**config.mk**
```make
export PLATFORM = sky130hd
export DESIGN_NAME = control_unit
export DESIGN_NICKNAME = d
export VERILOG_FILES = /design/src/rtl/cu_pkg.sv /design/src/rtl/cu_decode.sv /design/src/rtl/control_unit.sv
export SDC_FILE = /design/constraint.sdc
export NUM_CORES = 1
export LEC_CHECK = 0
export CORE_AREA = 2 2 39 41
export CTS_BUF_LIST = sky130_fd_sc_hd__clkbuf_16
export CTS_CLUSTER_DIAMETER = 100
export DETAILED_ROUTE_END_ITERATION = 16
export DIE_AREA = 0 0 41 43
export GPL_ROUTABILITY_DRIVEN = 0
export HOLD_SLACK_MARGIN = 0.03
export PLACE_DENSITY = 0.69
export SLEW_MARGIN = 20
export SYNTH_ARGS = -nofsm -noshare
export SYNTH_HDL_FRONTEND = slang
export SYNTH_SLANG_ARGS = --single-unit
```
**constraint.sdc**
```tcl
create_clock -name clk -period 1.15 [get_ports clk]
set_input_delay 0.1725 -clock clk [delete_from_list [all_inputs] [get_ports clk]]
set_output_delay 0.1725 -clock clk [all_outputs]
set_load 0.1 [all_outputs]
```
**src/rtl/cu_pkg.sv**
```systemverilog
// ---------------------------------------------------------------------------
// cu_pkg
// Shared definitions for the accumulator-machine control unit.
//   - cu_state_e : FSM state codes (also exported on the debug 'state' port)
//   - OP_*       : instruction opcodes taken from IR[7:5]
//   - ASEL_*     : A-register source select encodings (used by the A register
//                  and by testbenches)
// Optional feature macro handled by users of this package:
//   CU_ENTER_HANDSHAKE_EN (INPUT waits for the operator Enter strobe)
// ---------------------------------------------------------------------------
package cu_pkg;

    typedef enum logic [3:0] {
        ST_START  = 4'd0,
        ST_FETCH  = 4'd1,
        ST_DECODE = 4'd2,
        ST_LOAD   = 4'd3,
        ST_STORE  = 4'd4,
        ST_ADD    = 4'd5,
        ST_SUB    = 4'd6,
        ST_INPUT  = 4'd7,
        ST_JZ     = 4'd8,
        ST_JPOS   = 4'd9,
        ST_HALT   = 4'd10
    } cu_state_e;

    localparam logic [2:0] OP_HALT  = 3'b000;
    localparam logic [2:0] OP_LOAD  = 3'b001;
    localparam logic [2:0] OP_STORE = 3'b010;
    localparam logic [2:0] OP_ADD   = 3'b011;
    localparam logic [2:0] OP_SUB   = 3'b100;
    localparam logic [2:0] OP_INPUT = 3'b101;
    localparam logic [2:0] OP_JZ    = 3'b110;
    localparam logic [2:0] OP_JPOS  = 3'b111;

    localparam logic [1:0] ASEL_ALU   = 2'b00;
    localparam logic [1:0] ASEL_INPUT = 2'b01;
    localparam logic [1:0] ASEL_MEM   = 2'b10;
    localparam logic [1:0] ASEL_RSVD  = 2'b11;

endpackage

```
**src/rtl/cu_decode.sv**
```systemverilog
// ---------------------------------------------------------------------------
// cu_decode
// Next-state logic for the control unit FSM (purely combinational).
// Ports:
//   i_state      [3:0]  current registered state (cu_state_e code)
//   i_opcode     [2:0]  IR[7:5], consulted only in DECODE
//   i_aeq0              A == 0 (does not alter sequencing)
//   i_apos              A > 0  (does not alter sequencing)
//   i_enter             operator data-valid, consulted only in INPUT
//   o_next_state [3:0]  state to load on the next rising edge
// Macro: CU_ENTER_HANDSHAKE_EN -> INPUT waits in place until i_enter = 1.
// ---------------------------------------------------------------------------
module cu_decode
    import cu_pkg::*;
(
    input  logic [3:0] i_state,
    input  logic [2:0] i_opcode,
    input  logic       i_aeq0,
    input  logic       i_apos,
    input  logic       i_enter,
    output logic [3:0] o_next_state
);

    // Branch flags only steer PCload inside the execute state; the sequence
    // is always JZ/JPOS -> FETCH, so they are deliberately not consumed here.
    logic w_unused_inputs;
`ifdef CU_ENTER_HANDSHAKE_EN
    assign w_unused_inputs = i_aeq0 ^ i_apos;
`else
    assign w_unused_inputs = i_aeq0 ^ i_apos ^ i_enter;
`endif

    // Next-state selection
    always_comb begin
        o_next_state = ST_START;
        case (i_state)
            ST_START:  o_next_state = ST_FETCH;
            ST_FETCH:  o_next_state = ST_DECODE;
            ST_DECODE: begin
                case (i_opcode)
                    OP_HALT:  o_next_state = ST_HALT;
                    OP_LOAD:  o_next_state = ST_LOAD;
                    OP_STORE: o_next_state = ST_STORE;
                    OP_ADD:   o_next_state = ST_ADD;
                    OP_SUB:   o_next_state = ST_SUB;
                    OP_INPUT: o_next_state = ST_INPUT;
                    OP_JZ:    o_next_state = ST_JZ;
                    OP_JPOS:  o_next_state = ST_JPOS;
                    default:  o_next_state = ST_HALT;
                endcase
            end
            ST_LOAD:   o_next_state = ST_FETCH;
            ST_STORE:  o_next_state = ST_FETCH;
            ST_ADD:    o_next_state = ST_FETCH;
            ST_SUB:    o_next_state = ST_FETCH;
            ST_INPUT: begin
`ifdef CU_ENTER_HANDSHAKE_EN
                if (i_enter) begin
                    o_next_state = ST_FETCH;
                end else begin
                    o_next_state = ST_INPUT;
                end
`else
                o_next_state = ST_FETCH;
`endif
            end
            ST_JZ:     o_next_state = ST_FETCH;
            ST_JPOS:   o_next_state = ST_FETCH;
            ST_HALT:   o_next_state = ST_HALT;
            // Illegal codes restart the instruction sequence cleanly.
            default:   o_next_state = ST_START;
        endcase
    end

endmodule

```
**src/rtl/control_unit.sv**
```systemverilog
// ---------------------------------------------------------------------------
// control_unit
// Moore FSM sequencer for a small accumulator CPU (FETCH/DECODE/execute).
// Ports:
//   clk               rising-edge clock
//   reset             asynchronous active-low reset
//   opcode [2:0]      IR[7:5]
//   Aeq0, Apos        A-register flags, used only in JZ / JPOS
//   Enter             operator data-valid for INPUT
//   IRload, PCload, JMPmux, Meminst, MemWr, Asel[1:0], Aload, Sub, Halt
//                     datapath controls
//   state [3:0]       current state code (debug)
// Macro: CU_ENTER_HANDSHAKE_EN -> INPUT holds with Aload=0 until Enter=1;
//        when undefined, Enter is ignored and INPUT loads A for one cycle.
// ---------------------------------------------------------------------------
module control_unit
    import cu_pkg::*;
#(
    parameter int OPCODE_W = 3
)(
    input  logic                clk,
    input  logic                reset,
    input  logic [OPCODE_W-1:0] opcode,
    input  logic                Aeq0,
    input  logic                Apos,
    input  logic                Enter,
    output logic                IRload,
    output logic                PCload,
    output logic                JMPmux,
    output logic                Meminst,
    output logic                MemWr,
    output logic [1:0]          Asel,
    output logic                Aload,
    output logic                Sub,
    output logic                Halt,
    output logic [3:0]          state
);

    cu_state_e  r_state;
    logic       r_rst_sync;
    logic [3:0] w_next_state;

    cu_decode u_decode (
        .i_state      (r_state),
        .i_opcode     (opcode),
        .i_aeq0       (Aeq0),
        .i_apos       (Apos),
        .i_enter      (Enter),
        .o_next_state (w_next_state)
    );

    // State register; r_rst_sync releases reset on a clock edge so START
    // is held for one full cycle and the first FETCH lands on the second
    // rising edge after reset deasserts.
    always_ff @(posedge clk or negedge reset) begin
        if (!reset) begin
            r_rst_sync <= 1'b0;
            r_state    <= ST_START;
        end else if (!r_rst_sync) begin
            r_rst_sync <= 1'b1;
            r_state    <= ST_START;
        end else begin
            r_rst_sync <= 1'b1;
            r_state    <= cu_state_e'(w_next_state);
        end
    end

    assign state = r_state;

    // Output decode from the registered state; only the branch flags and
    // (optionally) Enter qualify outputs, and only in their own state.
    always_comb begin
        IRload  = 1'b0;
        PCload  = 1'b0;
        JMPmux  = 1'b0;
        Meminst = 1'b0;
        MemWr   = 1'b0;
        Asel    = ASEL_ALU;
        Aload   = 1'b0;
        Sub     = 1'b0;
        Halt    = 1'b0;
        case (r_state)
            ST_START:  Halt = 1'b0;
            ST_FETCH: begin
                IRload  = 1'b1;
                PCload  = 1'b1;
                JMPmux  = 1'b0;
                Meminst = 1'b1;
            end
            ST_DECODE: Meminst = 1'b0;
            ST_LOAD: begin
                Asel  = ASEL_MEM;
                Aload = 1'b1;
            end
            ST_STORE: begin
                MemWr   = 1'b1;
                Meminst = 1'b0;
            end
            ST_ADD: begin
                Asel  = ASEL_ALU;
                Sub   = 1'b0;
                Aload = 1'b1;
            end
            ST_SUB: begin
                Asel  = ASEL_ALU;
                Sub   = 1'b1;
                Aload = 1'b1;
            end
            ST_INPUT: begin
                Asel  = ASEL_INPUT;
`ifdef CU_ENTER_HANDSHAKE_EN
                Aload = Enter;
`else
                Aload = 1'b1;
`endif
            end
            ST_JZ: begin
                JMPmux = 1'b1;
                PCload = Aeq0;
            end
            ST_JPOS: begin
                JMPmux = 1'b1;
                PCload = Apos;
            end
            ST_HALT:   Halt = 1'b1;
            default:   Halt = 1'b0;
        endcase
    end

endmodule

```
Word-level counts from Yosys, hierarchy flattened:

Memories as Yosys holds them, arrays and structs flattened.
Cells that the tools add are included.
W data, S select, Z words.

* bits of input ports: 8
* flip-flop bits (word level): 5
* memories kept: 1
* bits in read-only memories: 32
* output and inout port bits: 14

Memories
* (no name shown): words 8, bits a word 4, rd ports 1, clocked after Yosys merged registers in 0, write ports 0, RTL line cu_decode.sv:40 `case (i_opcode)`

* eq/ne operators: 10
* mux-type cells: 10
* reduce and logical (&&, ||, !) cells: 4

Operators with widths (count)
* $eq A4 B3 Y1 const B: 4
* $pmux W4 S4: 1
* $eq A4 B4 Y1 const B: 3
* $eq A4 B2 Y1 const B: 2
* $reduce_or A8 Y1: 1
* $mux W1: 6
* $eq A4 B1 Y1 const B: 1
* $logic_not A4 Y1: 1
* $mux W4: 1
* $pmux W2 S2: 1
* $reduce_or A4 Y1: 1
* $pmux W1 S3: 1
* $reduce_or A2 Y1: 1

Depth between registers and ports, before layout:

Gate-level depths: netlist of run 1.

* word-level depth: 4
* depth in mapped cells: 5
* mapped depth without buffers: 5

Cells and area by module:

A second synthesis of run 1 with hierarchy kept.

* cell total of the unflattened synthesis: 42
* area, all modules: 411.6 um^2

Modules (own cells, without submodules)
* control_unit: area an instance 305.3 um^2, cells an instance 27, times used 1, sequential area each 125.1 um^2
* cu_decode: area an instance 106.4 um^2, cells an instance 15, times used 1, sequential area each 0.0 um^2

Worst setup path after synthesis of run 1:

No wires, ideal clock.

* kind: register to output
* from: register r_state[3] (netlist: state[3])
* to: output PCload
* slack: -3.199 ns
* required time: 0.978 ns
* path buffers: 1
* cell stages (with the launch flop): 4
* data arrival time: 4.176 ns
* cell sequence: dfrtp_1 buf_4 a21oi_1 nor4_1

* longest elaborated chain between the ends: 2

RTL lines
* start, declared: RTL line control_unit.sv:39 `cu_state_e r_state;`
* start signal, assigned: RTL line control_unit.sv:64 `r_state <= cu_state_e'(w_next_state);`
* $eq A4 B4 Y1 or $eq A4 B1 Y1 (tied branches): RTL line control_unit.sv:82 `case (r_state)`
* $pmux W1 S3 (*): RTL line control_unit.sv:82
* end, declared: RTL line control_unit.sv:28 `output logic PCload,`

Mark *: on every way between the ends. The rest lies on a longest branch, timed or not.

Worst setup path in the final report of run 1:

Same ends and word-level chain as after synthesis.

==> results of run 1 <==
[state kept, by name (all words and copies together) (netlist names)]
| name | cells |
|---|---|
| r_rst_sync | 1 |
| state | 4 |
[layer usage]
metal / part of all wire / vias up
met3: 0.055 / 5
met1: 0.42 / 220
met4: 0.027 / 0
met5: 0 / -
li1: - / 235
met2: 0.50 / 20
[final cells by class]
type                    count  area share
inverters                   2     0.00662
well taps                  16      0.0176
clock inverters             1     0.00331
multi-input cells          34       0.311
repair buffers             40       0.472
flip-flops and latches      5       0.123
clock buffers               3      0.0662
[cells by family (layout without fill, tap and decap cells)]
group | Yosys count | in the layout
adder cells (fa/ha/maj) | 2 | 2
AO/OA/AOI/OAI | 6 | 6
flip-flops | 5 | 5
other | 1 | 1
buffers and inverters | 6 | 46
AND/OR/NAND/NOR | 25 | 25
[through the flow]
stage	utilization	setup TNS (ns)	total power, W	setup WS (ns)
floorplan	-	-8.92	0.000598	-1.00
global placement	0.676	-1.93	0.000803	-0.278
detailed placement	0.676	-2.21	0.000811	-0.346
CTS	0.803	-4.49	0.00144	-0.425
global route	0.820	-5.15	0.00149	-0.466
finish	0.820	-4.46	0.00144	-0.423
[synthesized netlist by cell type]
library cell | number | area share
nor4_2 | 1 | 0.033
dfrtp_1 | 5 | 0.33
conb_1 | 1 | 0.0099
nor4b_2 | 1 | 0.040
buf_2 | 1 | 0.013
nor4_1 | 1 | 0.017
a211oi_1 | 1 | 0.020
and3b_1 | 1 | 0.023
nand2b_2 | 1 | 0.023
buf_6 | 1 | 0.030
ha_1 | 2 | 0.066
buf_4 | 2 | 0.040
o21ai_0 | 1 | 0.013
a21oi_1 | 2 | 0.026
nand2b_1 | 3 | 0.050
and4b_1 | 1 | 0.026
o22ai_1 | 1 | 0.017
inv_1 | 2 | 0.020
nor2_1 | 5 | 0.050
nor3_2 | 1 | 0.026
o21ai_1 | 1 | 0.013
nor3_1 | 5 | 0.066
nand2_1 | 5 | 0.050
[power by group through the flow]
stage               clock network [W]  registers (W)  logic, W
floorplan                           0       0.000289  0.000309
global placement                    0       0.000224  0.000579
detailed placement                  0       0.000225  0.000586
CTS                          0.000576       0.000217  0.000642
global route                 0.000589       0.000221  0.000676
finish                       0.000569       0.000218  0.000652
[path summary, 6_finish.rpt]
check	startpoint	endpoint	slack, ns	cells past startpoint
worst min register to register	r_rst_sync	state[1]	0.60	1
min in group clk	opcode[2]	state[3]	0.60	3
max in group asynchronous	reset	state[0]	0.77	1
worst max register to register	state[0]	state[0]	-0.23	5
worst min-delay path	reset	state[1]	0.17	1
worst max-delay path	state[3]	PCload	-0.42	4
[worst max-delay path, delay by kind of cell, from the launching register on]
kind	cells	cell delay, ns
simple gates	3	0.43
buf+inv	1	0.21
flops	1	0.52
[what timing repair did]
item                                    in CTS  in global routing
cloned                                       0                  0
endpoints found under the setup margin      18                 18
gates resized for setup                     17                  4
buffers inserted                             4                  4
pin swaps                                    2                  5
==> metrics.cfg, run 1 <==
[status]
status = finished, violations left
violations = setup timing

[synthesis]
synth-simple-area-share = 0.403
avgSynthCellArea_um2 = 8.42
synthCells = 45
ys.warnings.count = 0
synth_nets = 55
synth_area_um2 = 379
synth_compound_area_frac = 0.0891
synth-adder-area-share = 0.0660
synth_top_family_by_area = simple AND/OR/NAND/NOR gates
yosysSeqAreaShare = 0.330
yosys-mux-area-fraction = 0
ys_seq_elements = 5
yosys.area_share.xor_xnor = 0
synthDistinctLibCells = 23

[cts]
cts_num_sinks = 5
tritoncts = done
hold_buffers = 0
cts_root_buf = clkbuf_16
cts_max_path_buffers = 2
insertion_delay_ns = 0.23
cts.htree.levels = 1
cts_buffers = 3
cts.clk_slew.worst_paths_ns = 0.03

[finish]
finalInstanceArea_mm2 = 0.00113
drive_gt1_frac = 0.694
n_fill_cell = 70
multi_input_area_um2 = 353
diodes = 0
fin_nets = 96
ff_latch_area_um2 = 140
final_common_cell = buf_12
final_cell_mix = buf_12, buf_4, buf_6, clkdlybuf4s50_1
layout.cells.non_filler = 101
areaGrowthSynthToFinish_pct = 199

[timing]
worst_hold_slack_ns = 0.167
fin_crit_sh = 1.37
report.final.hold_viol_count = 0
setup_viol = 18
fin_skew_ns = 0.000329
drv_slew = 0
rsz0062_at_grt = yes
fmax_mhz = 636
worst_slack_ns = -0.423
fin_crit_ns = 1.57

[floorplan]
ios = 22
dieArea_mm2 = 0.00176
coreArea_mm2 = 0.00138
rows = 14
die_x_um = 41
die_y_um = 43
start_util = 0.274

[route]
initialDrtViolationCount = 6
vias_per_cell = 4.75
final_antenna_net_count = 0
avgRoutedWirePerCell_um = 14.5
wirelength_mm = 1.46
num_vias = 480
drcViolationCount = 0
dr.pass1.iters = 4

[global_route]
grt_first_pass_wirelength_mm = 2.44
met2_usage = 0.309
globalRouteTotalUtil = 0.215
use_met1 = 0.293
grt_max_degree = 9
gr-total-overflow = 0
grt_busiest_layer = met2
antenna_found_initial = 0
grt.met3_usage = 0.0524
grt_pass1_vias = 485

[power]
power.density_mw_per_mm2 = 1270
irDropWorstVdd_mv = 0.803
p_seq_frac = 0.151
p_int_w = 0.000916
switching_power_w = 0.000523
p_leak_nw = 0.454
pwr-share-clk = 0.396
power_frac_comb = 0.453
swShare = 0.363

[job]
cap_violations = 0

[placed_design]
place_area_um2 = 936
dp_cells = 91
portBuffers = 20
dp_hpwl_um = 908

[worst_setup_path]
cp_data_required_time_ns = 0.98
crit_slowest_cell = dfrtp_4
slowest_delay_ns = 0.52
path_cells = nand2_1 -> nor2_1 -> nor4_4 -> buf_12
crit_type = reg -> out
worstSetupEndpointType = output port
worstPathArrival_ns = 1.40
start_kind = flip-flop
worstPathMaxFanout = 7

[min_path]
hp-class = in -> async

(Power assumes the default switching activity.)
==> run 2: changes to the inputs <==
CAP_MARGIN = 30   (was default)
==> results of run 2 <==
No change in the layout: final DEF, timing and power equal those of run 1.
